File: config.mk
export PLATFORM = sky130hd
export DESIGN_NAME = multicycle_control_fsm
export DESIGN_NICKNAME = d
export VERILOG_FILES = /design/src/rtl/multicycle_control_fsm.sv
export SDC_FILE = /design/constraint.sdc
export NUM_CORES = 1
export LEC_CHECK = 0
export ABC_CLOCK_PERIOD_IN_PS = 5700
export CAP_MARGIN = 15
export CORE_MARGIN = 3
export CORE_UTILIZATION = 35
export DETAILED_ROUTE_END_ITERATION = 6
export PLACE_DENSITY = 0.67
export SETUP_SLACK_MARGIN = 0.2
export SLEW_MARGIN = 10
export SYNTH_ARGS = -nofsm -noshare
export SYNTH_HDL_FRONTEND = slang
export SYNTH_SLANG_ARGS = --single-unit
File: constraint.sdc
create_clock -name clk -period 5.7 [get_ports clk]
set_clock_uncertainty 0.05 [all_clocks]
set_input_delay 1.14 -clock clk [delete_from_list [all_inputs] [get_ports clk]]
set_output_delay 1.14 -clock clk [all_outputs]
set_load 0.02 [all_outputs]
File: src/rtl/multicycle_control_fsm.sv
// -----------------------------------------------------------------------------
// multicycle_control_fsm
// Sequencing controller for a multi-cycle MIPS datapath (shared memory, IR, PC,
// register file, ALU). Steps each instruction from FETCH through writeback, one
// state per cycle. Memory states wait for mem_ready and are guarded by a
// watchdog. Unsupported opcodes and memory timeouts park the FSM in HALT until
// reset.
//
// Ports
//   clk, rst_n        clock (rising edge), asynchronous active-low reset
//   run               1 = may start a new fetch, 0 = hold in FETCH
//   op, funct         IR[31:26], IR[5:0]
//   mem_ready         memory access completes this cycle
//   pc_write, pc_write_cond, pc_source      PC update control
//   i_or_d, mem_read, mem_write, ir_write   memory / IR control
//   reg_dst, mem_to_reg, reg_write          register file control
//   alu_src_a, alu_src_b, alu_op            ALU control
//   state             current state code (debug)
//   halted            FSM is in HALT
//   illegal_op        sticky: HALT entered on unsupported opcode/funct
//   bus_error         sticky: HALT entered on memory timeout
//   instr_count       retired instruction count (wraps)
// -----------------------------------------------------------------------------
module multicycle_control_fsm #(
  parameter int MEM_TIMEOUT = 15,
  parameter int CNT_W       = 4
) (
  input  logic        clk,
  input  logic        rst_n,
  input  logic        run,
  input  logic [5:0]  op,
  input  logic [5:0]  funct,
  input  logic        mem_ready,
  output logic        pc_write,
  output logic        pc_write_cond,
  output logic [1:0]  pc_source,
  output logic        i_or_d,
  output logic        mem_read,
  output logic        mem_write,
  output logic        ir_write,
  output logic [1:0]  reg_dst,
  output logic [1:0]  mem_to_reg,
  output logic        reg_write,
  output logic        alu_src_a,
  output logic [1:0]  alu_src_b,
  output logic [1:0]  alu_op,
  output logic [3:0]  state,
  output logic        halted,
  output logic        illegal_op,
  output logic        bus_error,
  output logic [31:0] instr_count
);

  typedef enum logic [3:0] {
    S_FETCH     = 4'd0,
    S_DECODE    = 4'd1,
    S_MEM_ADDR  = 4'd2,
    S_MEM_READ  = 4'd3,
    S_MEM_WB    = 4'd4,
    S_MEM_WRITE = 4'd5,
    S_EXECUTE   = 4'd6,
    S_ALU_WB    = 4'd7,
    S_BRANCH    = 4'd8,
    S_JUMP      = 4'd9,
    S_IMM_EXEC  = 4'd10,
    S_IMM_WB    = 4'd11,
    S_JAL       = 4'd12,
    S_JR        = 4'd13,
    S_HALT      = 4'd14
  } state_t;

  localparam logic [5:0] OP_RTYPE = 6'h00;
  localparam logic [5:0] OP_J     = 6'h02;
  localparam logic [5:0] OP_JAL   = 6'h03;
  localparam logic [5:0] OP_BEQ   = 6'h04;
  localparam logic [5:0] OP_ADDI  = 6'h08;
  localparam logic [5:0] OP_SLTI  = 6'h0A;
  localparam logic [5:0] OP_ANDI  = 6'h0C;
  localparam logic [5:0] OP_ORI   = 6'h0D;
  localparam logic [5:0] OP_LW    = 6'h23;
  localparam logic [5:0] OP_SW    = 6'h2B;

  localparam logic [5:0] FN_JR    = 6'h08;
  localparam logic [5:0] FN_ADD   = 6'h20;
  localparam logic [5:0] FN_SUB   = 6'h22;
  localparam logic [5:0] FN_AND   = 6'h24;
  localparam logic [5:0] FN_OR    = 6'h25;
  localparam logic [5:0] FN_SLT   = 6'h2A;

  localparam logic [CNT_W-1:0] TIMEOUT_CNT = CNT_W'(MEM_TIMEOUT);

  state_t           state_q;
  state_t           decode_next;
  logic [CNT_W-1:0] wait_cnt;
  logic             timeout;

  // Watchdog fires only when the counter is exhausted and memory is still
  // not ready; a late mem_ready on the final cycle still completes the access.
  assign timeout = (wait_cnt == TIMEOUT_CNT) && !mem_ready;

  // NOTE: every signal written in always_comb gets a default first, otherwise
  // paths that skip the assignment infer a latch.
  always_comb begin
    decode_next = S_HALT;
    case (op)
      OP_RTYPE: begin
        if (funct == FN_JR)
          decode_next = S_JR;
        else if (funct inside {FN_ADD, FN_SUB, FN_AND, FN_OR, FN_SLT})
          decode_next = S_EXECUTE;
      end
      OP_LW, OP_SW:                      decode_next = S_MEM_ADDR;
      OP_BEQ:                            decode_next = S_BRANCH;
      OP_J:                              decode_next = S_JUMP;
      OP_JAL:                            decode_next = S_JAL;
      OP_ADDI, OP_ANDI, OP_ORI, OP_SLTI: decode_next = S_IMM_EXEC;
      default:                           decode_next = S_HALT;
    endcase
  end

  // NOTE: sequential state uses non-blocking assignments so every register
  // updates from the same pre-edge values regardless of statement order.
  always_ff @(posedge clk or negedge rst_n) begin
    if (!rst_n) begin
      state_q     <= S_FETCH;
      wait_cnt    <= '0;
      instr_count <= '0;
      illegal_op  <= 1'b0;
      bus_error   <= 1'b0;
    end else begin
      case (state_q)
        S_FETCH: begin
          if (!run) begin
            wait_cnt <= '0;  // counting restarts when run is granted
          end else if (mem_ready) begin
            state_q <= S_DECODE;
          end else if (timeout) begin
            state_q   <= S_HALT;
            bus_error <= 1'b1;
          end else begin
            wait_cnt <= wait_cnt + 1'b1;
          end
        end
        S_DECODE: begin
          state_q <= decode_next;
          if (decode_next == S_HALT) illegal_op <= 1'b1;
        end
        S_MEM_ADDR: begin
          wait_cnt <= '0;
          state_q  <= (op == OP_LW) ? S_MEM_READ : S_MEM_WRITE;
        end
        S_MEM_READ: begin
          if (mem_ready) begin
            state_q <= S_MEM_WB;
          end else if (timeout) begin
            state_q   <= S_HALT;
            bus_error <= 1'b1;
          end else begin
            wait_cnt <= wait_cnt + 1'b1;
          end
        end
        S_MEM_WRITE: begin
          if (mem_ready) begin
            state_q     <= S_FETCH;
            wait_cnt    <= '0;
            instr_count <= instr_count + 32'd1;
          end else if (timeout) begin
            state_q   <= S_HALT;
            bus_error <= 1'b1;
          end else begin
            wait_cnt <= wait_cnt + 1'b1;
          end
        end
        S_EXECUTE:  state_q <= S_ALU_WB;
        S_IMM_EXEC: state_q <= S_IMM_WB;
        S_MEM_WB, S_ALU_WB, S_IMM_WB, S_BRANCH, S_JUMP, S_JAL, S_JR: begin
          state_q     <= S_FETCH;
          wait_cnt    <= '0;
          instr_count <= instr_count + 32'd1;
        end
        S_HALT:  state_q <= S_HALT;
        default: state_q <= S_HALT;  // unused encoding: park safely
      endcase
    end
  end

  assign state  = state_q;
  assign halted = (state_q == S_HALT);

  // Strobes are decoded from the state register plus the same-cycle handshake
  // inputs (ir_write/pc_write must coincide with mem_ready), so they cannot be
  // registered. Gating with rst_n keeps every strobe low while reset is held.
  always_comb begin
    pc_write      = 1'b0;
    pc_write_cond = 1'b0;
    pc_source     = 2'b00;
    i_or_d        = 1'b0;
    mem_read      = 1'b0;
    mem_write     = 1'b0;
    ir_write      = 1'b0;
    reg_dst       = 2'b00;
    mem_to_reg    = 2'b00;
    reg_write     = 1'b0;
    alu_src_a     = 1'b0;
    alu_src_b     = 2'b00;
    alu_op        = 2'b00;
    if (rst_n) begin
      case (state_q)
        S_FETCH: begin
          if (run) begin
            mem_read = 1'b1;
            if (mem_ready) begin
              ir_write  = 1'b1;
              pc_write  = 1'b1;
              alu_src_b = 2'b01;
            end
          end
        end
        S_DECODE:   alu_src_b = 2'b11;
        S_MEM_ADDR: begin
          alu_src_a = 1'b1;
          alu_src_b = 2'b10;
        end
        S_MEM_READ: begin
          mem_read = 1'b1;
          i_or_d   = 1'b1;
        end
        S_MEM_WB: begin
          reg_write  = 1'b1;
          mem_to_reg = 2'b01;
        end
        S_MEM_WRITE: begin
          mem_write = 1'b1;
          i_or_d    = 1'b1;
        end
        S_EXECUTE: begin
          alu_src_a = 1'b1;
          alu_op    = 2'b10;
        end
        S_ALU_WB: begin
          reg_write = 1'b1;
          reg_dst   = 2'b01;
        end
        S_IMM_EXEC: begin
          alu_src_a = 1'b1;
          alu_src_b = 2'b10;
          alu_op    = 2'b11;
        end
        S_IMM_WB: reg_write = 1'b1;
        S_BRANCH: begin
          alu_src_a     = 1'b1;
          alu_op        = 2'b01;
          pc_write_cond = 1'b1;
          pc_source     = 2'b01;
        end
        S_JUMP: begin
          pc_write  = 1'b1;
          pc_source = 2'b10;
        end
        S_JAL: begin
          pc_write   = 1'b1;
          pc_source  = 2'b10;
          reg_write  = 1'b1;
          reg_dst    = 2'b10;
          mem_to_reg = 2'b10;
        end
        S_JR: begin
          pc_write  = 1'b1;
          pc_source = 2'b11;
        end
        default: ;
      endcase
    end
  end

endmodule

# Word-level counts from Yosys, hierarchy flattened
# Cells that the tools add are included.
# totals
in_bits	16
output_inout_bits	57
word_cells	113
register_bits	42
# op_classes
n_eq_ne	33
n_addsub	2
n_mux	52
n_reduce_logical	21
# op_table
cell	count
$pmux 32 s2	1
$mux 4	11
$eq 6x6->1 const B	7
$eq 4x4->1 const B	9
$add 32x1->32 const B	1
$mux 32	1
$pmux 4 s8	1
$eq 6x4->1 const B	5
$pmux 4 s6	1
$mux 1	22
$pmux 2 s3	3
$eq 4x3->1 const B	4
$pmux 4 s4	1
$eq 6x2->1 const B	2
$reduce_or 4->1	3
$mux 2	5
$eq 4x2->1 const B	2
$pmux 2 s2	2
$reduce_or 2->1	4
$reduce_or 8->1	1
$reduce_or 7->1	1
$eq 6x3->1 const B	1
$logic_not 6->1	1
$pmux 1 s2	3
other kinds (12)	16

# Depth between registers and ports, before layout
# Gate-level depths: netlist of run 1.
# depth
word_depth	7
mapped_depth	7
depth_no_buf	6

# Worst setup path after synthesis of run 1
# OpenSTA, ideal clock, no wires.
# synth_timing
kind	input to output
startpoint	input port mem_ready
endpoint	output port pc_write
setup_slack_ns	2.428
t_arrival_ns	2.082
path_stages	4
path_cell_list	clkbuf_1 -> nand4_1 -> nor2_1 -> or2_2
# synth_via
elab_chain_cells	4
# synth_lines
element	line	rtl
from (decl)	33	input logic mem_ready,
$mux 1	212	if (mem_ready) begin
$mux 1	210	if (run) begin
$pmux 1 s2	208	case (state_q)
$mux 1	207	if (rst_n) begin
to (decl)	34	output logic pc_write,
# Every way passes these cells.

# Worst setup path in the final report of run 1
# Same ends and word-level chain as after synthesis.

==> flow_metrics.tcl, run 1 <==
set metrics [dict create \
    vdd_drop_max_mv 0.1406 \
    ios 73 \
    initial_core_util_pct 36.25 \
    status "finished, final reports clean" \
    tns_ns 0 \
    ys.flop_type "dfrtp_1" \
    hold_path_class "register to register" \
    drc 0 \
    syn_to_final_growth_pct 34.66 \
    wl_per_cell_um 14.00 \
    start_kind "primary input" \
    slew_viol_final 0 \
    row_count 30 \
    relSlewSlack_pct 49.63 \
    place_ws_ns 1.677 \
    cts_sinks 42 \
    syn_area_per_cell_um2 9.205 \
    grt_pass1_wl_mm 10.25 \
    finalCritPeriodShare_pct 70.28 \
    drive_gt1_share_pct 3.858 \
    cp-end-kind "output pin" \
    cts_hold_repair.buffers 0 \
    fillCellCount 669 \
    synthCells 269 \
    syn-cell-area_mm2 0.002476 \
    ant_nets 0 \
    dieHeight_um 90.11 \
    fin_nets 355 \
    via_count 2277 \
    cts-htree-levels 2 \
    clk_latency_ns 0.29 \
    dieWidth_um 90.11 \
    powerDensity_mw_per_mm2 337.7 \
    port_buffers 72 \
    synth.most_common_cell "dfrtp_1" \
    fin_crit_ns 4.006 \
    crit_type "primary input to output pin" \
    leakage_nw 1.362 \
    antenna_found_initial 0 \
    synth-async-reset-ratio_pct 100.0 \
    grt_usage_pct 14.93 \
    worst_pin_slew_ns 0.7555 \
    worst_ep_required_time_ns 4.51 \
    die-area_mm2 0.008120 \
    cts_buffer_depth 2 \
    ys_seq_area_share_pct 42.45 \
    fmax_mhz 249.6 \
    yosysWarnings 0 \
    tritoncts "built" \
    synth-seq-cells 42 \
    synthTopCellsByArea "dfrtp_1, xnor2_1, nand2_1" \
    gp_congestion 0.8418 \
    cts_buffers 5 \
    grt_pass1_vias 2073 \
    diodes 0 \
    dp_hpwl_mm 4.556 \
    rsz0062_at_grt "no" \
    synth_common_cells "dfrtp_1, nand2_1, xnor2_1" \
    synth_top_area_share_pct 42.45 \
    yosysTopAreaCell "dfrtp_1" \
    setup_ws_ns 1.694 \
    setup_viol 0 \
    arrival_ns 2.82 \
    synthDistinctLibCells 43 \
    coreArea_mm2 0.006832 \
    max_cap_viol_count 0 \
    synth_nets 287 \
    totalWireLength_mm 6.060 \
    first_pass_iters 5 \
    synth_edf_count 0 \
    hold_violations 0 \
    clk_root_buffer_cell "clkbuf_8" \
    clkTransAtPathRegs_ns 0.07 \
    drtIter0Drc 127 \
    grt.overflow.total 0 \
    grt_max_degree 44 \
    cp_max_fo 11 \
    cts_resized 0 \
    postCtsSetupBuffers 0 \
    viasPerCell 5.259 \
]
## cell families (layout without fill, tap and decap cells)
| family | Yosys count | after routing | share of synthesized area, % |
|---|---|---|---|
| DFF | 42 | 42 | 42.45 |
| AOI/OAI and AO/OA | 44 | 44 | 11.82 |
| and+or+nand+nor | 125 | 125 | 27.84 |
| buffers and inverters | 19 | 87 | 3.638 |
| muxes | 3 | 3 | 1.213 |
| adders and majority gates | 2 | 2 | 1.010 |
| xor gates and xnor gates | 34 | 34 | 12.03 |
## metal layers
metal	up-vias	track usage, %	part of all wire (%)
li1	1103	-	-
met1	1096	19.93	46
met2	73	24.21	48
met3	5	3.933	5.4
met4	0	3.571	0.73
met5	-	0	0
## worst max-delay path, stage by stage
cell	delay, ns
clkdlybuf4s50_1	0.67
nand4_1	0.16
nor2_1	0.14
or2_2	0.12
clkdlybuf4s50_1	0.59
## worst paths after layout
check,from,to,slack (ns),cells after the start
max in group asynchronous,rst_n,illegal_op$_DFFE_PN0P_,4.27,2
worst min-delay path,bus_error$_DFFE_PN0P_,bus_error$_DFFE_PN0P_,0.42,1
worst max register to register,state[2]$_DFFE_PN0N_,instr_count[28]$_DFFE_PN0P_,3.06,5
min in group asynchronous,rst_n,wait_cnt[3]$_DFFE_PN0P_,0.96,2
worst max-delay path,mem_ready,pc_write,1.69,5
worst min register to register,bus_error$_DFFE_PN0P_,bus_error$_DFFE_PN0P_,0.42,1
## layout make-up
class | instances | area, um^2 | share of cell area, %
timing repair buffer | 73 | 723.2 | 21.69
clock buffer | 5 | 68.82 | 2.064
multi-input combinational | 208 | 1335 | 40.04
sequential | 42 | 1051 | 31.52
clock inverter | 2 | 10.01 | 0.3002
inverter | 7 | 26.28 | 0.7880
tap | 96 | 120.1 | 3.602
## state kept, by name, indices dropped and copies added, names as in the netlist
signal and count:
bus_error 1, wait_cnt 4, instr_count 32, state 4, illegal_op 1
## power breakdown
part,internal [mW],switching [mW]
sequential,0.337,0.108
clock,0.0823,0.0985
combinational,0.223,0.277
## cell usage in the layout (no fill, tap or decap), types with 3 or more instances in the layout
master	instances
clkdlybuf4s50_1	71
dfrtp_1	42
nand2_1	30
xnor2_1	30
nand3_1	18
nor2_1	15
a21oi_1	11
nor3_1	10
nand4_1	9
and3_1	9
o21ai_0	9
inv_1	7
nor4_1	6
a31oi_1	6
and4_1	5
clkbuf_8	5
nor2b_1	4
xor2_1	4
and2_1	4
nand2b_1	4
nor3b_1	3
a21o_1	3
mux2i_1	3
## through the flow
stage,hold slack (ns),utilization (%),instances,area (um^2),power (mW)
floorplan,0.4409,-,269,2476,0.7679
global placement,0.4045,47.66,426,3256,0.9487
detailed placement,0.4045,47.66,426,3256,0.9525
CTS,0.4258,48.81,433,3334,1.133
global route,0.4451,48.81,433,3334,1.206
finish,0.4168,48.81,433,3334,1.126
Note: power is estimated with default switching activity, not from simulation.
==> run 2: changes to the inputs <==
ABC_CLOCK_PERIOD_IN_PS = 3500   (was 5700)
PLACE_DENSITY = 0.7   (was 0.67)
clock period = 3.5 ns   (was 5.7 ns; I/O delays follow)
==> flow_metrics.tcl, run 2 (synthesized netlist as in run 1, its figures left out) <==
set metrics [dict create \
    viasPerCell 5.198 \
    finalCritPeriodShare_pct 85.01 \
    vdd_drop_max_mv 0.2500 \
    tritoncts "built" \
    worst_ep_required_time_ns 2.75 \
    ios 73 \
    cts_hold_repair.buffers 0 \
    setup_viol 0 \
    post-place-cells 431 \
    dp_hpwl_mm 4.719 \
    cts_resized 0 \
    seqPwrFrac_pct 33.7 \
    fillCellCount 647 \
    timing.rr.end "instr_count[16]$_DFFE_PN0P_" \
    rsz0062_at_grt "no" \
    place_ws_ns 0.5253 \
    start_kind "primary input" \
    drc 0 \
    fin_nets 360 \
    layout_commonest_cell "clkdlybuf4s50_1" \
    antenna_found_initial 0 \
    drive_gt1_share_pct 4.956 \
    cp-end-kind "output pin" \
    postCtsSetupBuffers 0 \
    slew_viol_final 0 \
    regArea_mm2 0.001051 \
    cpMostUsedCell "clkdlybuf4s50_1" \
    port_buffers 72 \
    cp_top_family "buffers and inverters" \
    status "finished, final reports clean" \
    crit_chain "clkdlybuf4s50_1 -> nand4_1 -> nor2_1 -> or2_2 -> clkdlybuf4s50_1" \
    regMostFlops "instr_count" \
    row_count 30 \
    swShare_pct 40.99 \
    r2r_start "state[2]$_DFFE_PN0N_" \
    tns_ns 0 \
    fin_cells 439 \
    syn_to_final_growth_pct 37.29 \
    cts_buffers 5 \
    final_area_mm2 0.003400 \
    p_int_mw 1.152 \
    cts_buffer_depth 2 \
    post_dp_cell_area_mm2 0.003293 \
    multi_input_area_mm2 0.001335 \
    clkTransAtPathRegs_ns 0.07 \
    p_total_mw 1.952 \
    crit_type "primary input to output pin" \
    grt_pass1_vias 2221 \
    max_cap_viol_count 0 \
    leakage_nw 1.396 \
    hold_violations 0 \
    die-area_mm2 0.008120 \
    crit_buf_inv 2 \
    ff2ff_setup_slack_ns 1.01 \
    relSlewSlack_pct 59.69 \
    cp_max_fo 3 \
    powerDensity_mw_per_mm2 574.1 \
    clk_root_buffer_cell "clkbuf_8" \
    diodes 0 \
    coreArea_mm2 0.006832 \
    fin_crit_ns 2.975 \
    setup_ws_ns 0.5247 \
    dieHeight_um 90.11 \
    share_comb_of_total_power_pct 47.2 \
    hold_path_class "primary input to async pin" \
    p_sw_uw 799.9 \
    fmax_mhz 336.1 \
    via_count 2282 \
    wl_per_cell_um 14.04 \
    grt_pass1_wl_mm 10.58 \
    first_pass_iters 4 \
    cts_sinks 42 \
    dieWidth_um 90.11 \
    cts-htree-levels 2 \
    totalWireLength_mm 6.162 \
    r2r_cells 6 \
    ant_nets 0 \
    arrival_ns 2.23 \
    fin_util_pct 49.76 \
    initial_core_util_pct 36.25 \
    largest_reg_flops 32 \
    grt_max_degree 42 \
    final_cell_mix "clkdlybuf4s50_1, dfrtp_1, nand2_1, xnor2_1, nand3_1" \
    drtIter0Drc 129 \
    clk_latency_ns 0.29 \
    worst_pin_slew_ns 0.5991 \
    hold_ws_ns 0.1801 \
    grt.overflow.total 0 \
    crit_cells 5 \
    gp_congestion 0.8630 \
    worstSetupStartpoint "mem_ready" \
    slowest_stage "clkdlybuf4s50_1" \
    p_clk_share_pct 19.1 \
    grt_usage_pct 15.51 \
    endpoint "pc_write" \
    max_stage_delay_ns 0.59 \
]
==> run 2: layout make-up <==
class                      count  area share [%]
inverter                       7          0.7729
tap                           96           3.533
clock buffer                   7           2.245
multi-input combinational    208           39.27
clock inverter                 1          0.8833
timing repair buffer          78           22.38
sequential                    42           30.92
==> run 2: power by group through the flow <==
stage	Sequential, mW	Clock (mW)	Combinational [mW]
after floorplan	0.695	0	0.556
after global routing	0.673	0.408	1.01
after CTS	0.657	0.384	0.924
after global placement	0.663	0	0.909
after detailed placement	0.666	0	0.919
final	0.658	0.373	0.921
==> run 2: how the worst min path moves through the flow <==
stage                                  endpoint  slack, ns
final                      state[2]$_DFFE_PN0N_       0.18
after global routing       state[2]$_DFFE_PN0N_       0.17
after CTS                  state[2]$_DFFE_PN0N_       0.17
after global placement    bus_error$_DFFE_PN0P_       0.40
after detailed placement  bus_error$_DFFE_PN0P_       0.40
after floorplan           bus_error$_DFFE_PN0P_       0.35
==> run 2: layer usage <==
layer / track usage [%] / part of all wire (%) / up-vias
li1: - / - / 1113
met1: 19.81 / 44 / 1098
met2: 26.26 / 49 / 69
met3: 4.435 / 6.7 / 2
met4: 3.061 / 0.097 / 0
met5: 0 / 0 / -
